--- src/rtl/panda_pkg.sv ---
// Shared definitions for the Panda execute stage: divider op encoding and op classifiers.
package panda_pkg;

    typedef enum logic [1:0] {
        DIV  = 2'd0,
        DIVU = 2'd1,
        REM  = 2'd2,
        REMU = 2'd3
    } div_op_e;

    function automatic logic is_signed_op(div_op_e op);
        return (op == DIV) || (op == REM);
    endfunction

    function automatic logic is_rem_op(div_op_e op);
        return (op == REM) || (op == REMU);
    endfunction

endpackage

--- src/rtl/panda_adder.sv ---
// Two's-complement adder/subtractor; subtract_i selects a - b via inverted b and carry-in.
module panda_adder #(
    parameter int Width = 33
) (
    input  logic [Width-1:0] a_i,
    input  logic [Width-1:0] b_i,
    input  logic             subtract_i,
    output logic [Width-1:0] sum_o
);

    logic [Width-1:0] b_eff;

    assign b_eff = subtract_i ? ~b_i : b_i;
    assign sum_o = a_i + b_eff + {{(Width-1){1'b0}}, subtract_i};

endmodule

--- src/rtl/panda_divider.sv ---
// Iterative restoring divider for RV32M DIV/DIVU/REM/REMU, one quotient bit per cycle,
// with valid/ready handshakes on both the request and the result side.
module panda_divider
    import panda_pkg::*;
#(
    parameter int Width = 32
) (
    input  logic             clk_i,
    input  logic             rst_ni,
    input  logic             valid_i,
    output logic             ready_o,
    input  logic [Width-1:0] operand_a_i,
    input  logic [Width-1:0] operand_b_i,
    input  div_op_e          op_i,
    input  logic             kill_i,
    output logic             valid_o,
    input  logic             ready_i,
    output logic [Width-1:0] result_o
);

    localparam int CntW = $clog2(Width) + 1;

    typedef enum logic [1:0] {IDLE, CALC, DONE} state_e;

    state_e           state_q, state_d;
    div_op_e          op_q, op_d;
    logic             a_neg_q, a_neg_d;
    logic             b_neg_q, b_neg_d;
    logic             fast_q, fast_d;
    logic [Width-1:0] quo_q, quo_d;
    logic [Width-1:0] rem_q, rem_d;
    logic [Width-1:0] dvs_q, dvs_d;
    logic [CntW-1:0]  cnt_q, cnt_d;

    logic             accept;
    logic             signed_in, a_neg_in, b_neg_in;
    logic             div_zero, overflow;
    logic [Width-1:0] a_mag, b_mag;
    logic [Width:0]   partial, trial;
    logic             trial_ok;
    logic [Width-1:0] quo_fix, rem_fix;

    assign ready_o   = (state_q == IDLE);
    assign valid_o   = (state_q == DONE);
    assign accept    = valid_i && ready_o && !kill_i;

    assign signed_in = is_signed_op(op_i);
    assign a_neg_in  = signed_in && operand_a_i[Width-1];
    assign b_neg_in  = signed_in && operand_b_i[Width-1];
    assign a_mag     = a_neg_in ? -operand_a_i : operand_a_i;
    assign b_mag     = b_neg_in ? -operand_b_i : operand_b_i;
    assign div_zero  = (operand_b_i == '0);
    assign overflow  = signed_in && (operand_a_i == {1'b1, {(Width-1){1'b0}}})
                       && (operand_b_i == '1);

    // Partial remainder is one bit wider so the trial sign bit is the borrow.
    assign partial   = {rem_q, quo_q[Width-1]};
    assign trial_ok  = ~trial[Width];

    panda_adder #(.Width(Width + 1)) u_adder (
        .a_i       (partial),
        .b_i       ({1'b0, dvs_q}),
        .subtract_i(1'b1),
        .sum_o     (trial)
    );

    always_comb begin
        state_d = state_q;
        op_d    = op_q;
        a_neg_d = a_neg_q;
        b_neg_d = b_neg_q;
        fast_d  = fast_q;
        quo_d   = quo_q;
        rem_d   = rem_q;
        dvs_d   = dvs_q;
        cnt_d   = cnt_q;
        unique case (state_q)
            IDLE: begin
                if (accept) begin
                    op_d    = op_i;
                    a_neg_d = a_neg_in;
                    b_neg_d = b_neg_in;
                    dvs_d   = b_mag;
                    cnt_d   = '0;
                    if (div_zero) begin
                        quo_d   = '1;
                        rem_d   = operand_a_i;
                        fast_d  = 1'b1;
                        state_d = DONE;
                    end else if (overflow) begin
                        quo_d   = operand_a_i;
                        rem_d   = '0;
                        fast_d  = 1'b1;
                        state_d = DONE;
                    end else begin
                        quo_d   = a_mag;
                        rem_d   = '0;
                        fast_d  = 1'b0;
                        state_d = CALC;
                    end
                end
            end
            CALC: begin
                if (kill_i) begin
                    state_d = IDLE;
                end else begin
                    quo_d = {quo_q[Width-2:0], trial_ok};
                    rem_d = trial_ok ? trial[Width-1:0] : partial[Width-1:0];
                    cnt_d = cnt_q + 1'b1;
                    if (cnt_q == CntW'(Width - 1)) begin
                        state_d = DONE;
                    end
                end
            end
            DONE: begin
                if (kill_i || ready_i) begin
                    state_d = IDLE;
                end
            end
            default: state_d = IDLE;
        endcase
    end

    // Fast-path results are already final, so they bypass the sign fixup.
    always_comb begin
        quo_fix = quo_q;
        rem_fix = rem_q;
        if (!fast_q && is_signed_op(op_q)) begin
            if (a_neg_q ^ b_neg_q) quo_fix = -quo_q;
            if (a_neg_q)           rem_fix = -rem_q;
        end
        result_o = '0;
        if (state_q == DONE) begin
            result_o = is_rem_op(op_q) ? rem_fix : quo_fix;
        end
    end

    always_ff @(posedge clk_i or negedge rst_ni) begin
        if (!rst_ni) begin
            state_q <= IDLE;
            op_q    <= DIV;
            a_neg_q <= 1'b0;
            b_neg_q <= 1'b0;
            fast_q  <= 1'b0;
            quo_q   <= '0;
            rem_q   <= '0;
            dvs_q   <= '0;
            cnt_q   <= '0;
        end else begin
            state_q <= state_d;
            op_q    <= op_d;
            a_neg_q <= a_neg_d;
            b_neg_q <= b_neg_d;
            fast_q  <= fast_d;
            quo_q   <= quo_d;
            rem_q   <= rem_d;
            dvs_q   <= dvs_d;
            cnt_q   <= cnt_d;
        end
    end

endmodule

--- config.mk ---
export PLATFORM = sky130hd
export DESIGN_NAME = panda_divider
export DESIGN_NICKNAME = d
export VERILOG_FILES = /design/src/rtl/panda_pkg.sv /design/src/rtl/panda_adder.sv /design/src/rtl/panda_divider.sv
export SDC_FILE = /design/constraint.sdc
export NUM_CORES = 1
export LEC_CHECK = 0
export ABC_AREA = 1
export CAP_MARGIN = 20
export CORE_ASPECT_RATIO = 1.5
export CORE_MARGIN = 4
export CORE_UTILIZATION = 44
export DETAILED_ROUTE_END_ITERATION = 6
export SYNTH_ARGS = -nofsm -noshare
export SYNTH_HDL_FRONTEND = slang
export SYNTH_HIERARCHICAL = 1
export SYNTH_SLANG_ARGS = --single-unit
export TNS_END_PERCENT = 30
--- constraint.sdc ---
create_clock -name clk_i -period 7.2 [get_ports clk_i]
set_input_delay 1.08 -clock clk_i [delete_from_list [all_inputs] [get_ports clk_i]]
set_output_delay 1.08 -clock clk_i [all_outputs]
set_load 0.01 [all_outputs]
==> impl_metrics.py <==
metrics = {
    "logic_synthesis": {
        "synth_area_per_cell_um2": 5.91,
        "yosys_most_used_dff": "dfrtp_1",
        "synth_fp_nets": 2178,
        "synth_commonest_cells": "nand2_1, inv_1, nor2_1",
        "yosys.area.top_type": "dfrtp_1",
        "ys_seq_area_share_pct": 22.3,
        "synth_seq_cells": 109,
        "synth_area_um2": 12200,
        "synth_top_area_share_pct": 22.3,
        "synth_edf_count": 0,
        "ys_top_cells_by_area": "dfrtp_1, nand2_1, inv_1",
        "synthArstFlopShare_pct": 100,
        "ys_warn_count": 6,
        "netlist-cell-type-count": 55,
        "synth_most_common_cell": "nand2_1",
        "synthCells": 2069,
    },
    "clocking": {
        "worstSkewPairLatency_ps": 370,
        "cts-hold-fix-buffers": 0,
        "postCtsSetupBuffers": 0,
        "cts-root-buf": "clkbuf_16",
        "clkSlewWorstSetupHoldPaths_ps": 80,
        "cts.path.max_buffers": 2,
        "cts_resized": 0,
        "htreeDepth": 3,
        "numCtsBuffers": 9,
        "cts_sinks": 109,
        "cts_tree": "built",
    },
    "floorplanning": {
        "die_x_um": 144,
        "die_h_um": 212,
        "row_count": 74,
        "num_io_pins": 105,
        "dieArea_um2": 30600,
        "start_util_pct": 44.8,
        "core_area_um2": 27300,
    },
    "pwr": {
        "powerDensity_nw_per_um2": 478,
        "leakage_uw": 0.00682,
        "ir_drop_mv": 0.297,
    },
    "critical_path": {
        "cp.arrival_ps": 3630,
        "critical_path_class": "flop to output pin",
        "r2r-start": "quo_q[31]$_DFFE_PN0P_",
        "critPathRequiredTime_ps": 6120,
        "crit_path_max_fanout": 24,
        "reg2reg_depth": 19,
        "setup.worst_path.end_class": "output pin",
        "cp-start-kind": "flop",
        "crit_path_start": "op_q[0]$_DFFE_PN0P_",
    },
    "timing": {
        "skew_ps": 4.85,
        "finalCritPeriodShare_pct": 65.4,
        "maxSlewViolCount": 0,
        "finalHoldViolations": 0,
        "setup_tns_ps": 0,
        "relSlewSlack_pct": 31.1,
        "fin_crit_ps": 4710,
        "setup-violations-final": 0,
        "fin_ws_ps": 2490,
        "fmax_ghz": 0.212,
        "rsz0062_at_grt": "no",
        "worst_pin_slew_ps": 1030,
    },
    "worst_hold_path": {
        "hp-start": "quo_q[1]$_DFFE_PN0P_",
        "min_path_type": "flop to flop",
        "whs_path_depth": 2,
    },
    "route": {
        "first_pass_iters": 5,
        "drtIter0Drc": 1158,
        "ant_nets": 0,
        "finalWirelength_um": 47500,
        "routedWlPerCell_um": 19.2,
        "route.detailed.drc": 0,
        "vias": 13800,
        "viasPerCell": 5.56,
    },
    "finish": {
        "area_growth_syn_to_layout_pct": 12.7,
        "drive_gt1_share_pct": 5.40,
        "nets": 2235,
        "num_antenna_cells": 0,
        "fill_cells": 2991,
        "final_util_pct": 50.5,
    },
    "global_routing": {
        "first_global_vias": 12800,
        "grt_max_degree": 70,
        "grt_pass1_wl_um": 73000,
        "gr-total-overflow": 0,
        "antenna_found_initial": 0,
        "track_usage_pct": 31.2,
    },
    "place": {
        "hpwl_um": 38600,
        "dpl_worst_slack_ps": 2900,
        "portBuffers": 104,
        "finalWeightedCongestion": 1.00,
    },
    "flow_run": {
        "cap_violations": 0,
    },
    "run_status": {
        "status": "complete, no violations",
    },
}
## path summary, 6_finish.rpt
| kind | end | slack, ps |
|---|---|---|
| worst max-delay path | result_o[10] | 2490 |
| worst min-delay path | quo_q[1]$_DFFE_PN0P_ | 490 |
| worst max register to register | rem_q[12]$_DFFE_PN0P_ | 3680 |
| worst min register to register | quo_q[1]$_DFFE_PN0P_ | 490 |
| max in group asynchronous | rem_q[13]$_DFFE_PN0P_ | 5110 |
| min in group asynchronous | dvs_q[11]$_DFFE_PN0P_ | 710 |
## kinds of logic after synthesis
kind of cell | synth area share (%)
other | 0.0614
AO/OA/AOI/OAI | 18.2
buffers and inverters | 10.4
XOR/XNOR | 6.01
flip-flops | 22.3
AND/OR/NAND/NOR | 39.0
adder cells (fa/ha/maj) | 3.95
multiplexers | 0.0818
## registers in the layout (all words and copies together), names as in the netlist
register	cells
a_neg_q	1
cnt_q	6
op_q	2
quo_q	32
b_neg_q	1
dvs_q	32
state_q	2
fast_q	1
rem_q	32
## report_power, final
group,switching [uW],internal [uW],leakage [uW]
registers,399,901,0.00134
logic,3140,1610,0.00533
clock network,258,287,0.000153
total,3790,2800,0.00682
## layout by cell type, fill, tap and decap left out, types with 6 or more instances in the layout
| master | count |
|---|---|
| nand2_1 | 646 |
| ha_1 | 37 |
| nor2_2 | 14 |
| nand3_2 | 8 |
| o21ai_1 | 8 |
| nor2_1 | 240 |
| a22oi_2 | 26 |
| inv_1 | 242 |
| nand2_2 | 15 |
| clkbuf_16 | 9 |
| buf_4 | 11 |
| xor2_1 | 77 |
| nand4_1 | 30 |
| xnor2_1 | 7 |
| nor2_4 | 6 |
| nor3_1 | 30 |
| o21ai_0 | 162 |
| dfrtp_1 | 109 |
| a21oi_1 | 155 |
| o31ai_1 | 6 |
| clkdlybuf4s50_1 | 103 |
| nand3_1 | 124 |
## worst max-delay path: stages (launching register included)
cell             delay [ps]
dfrtp_1                 380
nor2_1                  140
nand2_1                  80
nor2_2                  780
inv_1                   580
nor2_1                  320
nor2_1                   90
o21ai_1                 120
a21oi_1                  60
nor3_1                  130
clkdlybuf4s50_1         570
## area by class of cell
| type | count | area (um2) | share of cell area, % |
|---|---|---|---|
| tap | 342 | 428 | 3.10 |
| clock inverter | 6 | 77.6 | 0.563 |
| multi-input combinational | 1640 | 8230 | 59.7 |
| sequential | 109 | 2730 | 19.8 |
| inverter | 251 | 945 | 6.85 |
| clock buffer | 10 | 239 | 1.73 |
| timing repair buffer | 115 | 1130 | 8.22 |
## metrics by stage
stage	total power (uW)	instances	instance area (um2)	hold WS, ps
2_1_floorplan	4430	2069	12200	449
3_3_place_gp	5980	2456	13400	465
3_5_place_dp	5990	2456	13400	466
4_1_cts	6560	2472	13800	487
5_1_grt	7210	2473	13800	528
6_report	6600	2473	13800	490
## routing by layer
layer | part of all wire (%) | global-route usage [%] | vias up
li1 | - | - | 6781
met1 | 43 | 42.0 | 6379
met2 | 47 | 51.6 | 498
met3 | 5.6 | 2.57 | 99
met4 | 4.5 | 12.5 | 0
met5 | 0 | 0 | -
No activity file was read; power rests on OpenSTA's default activity.
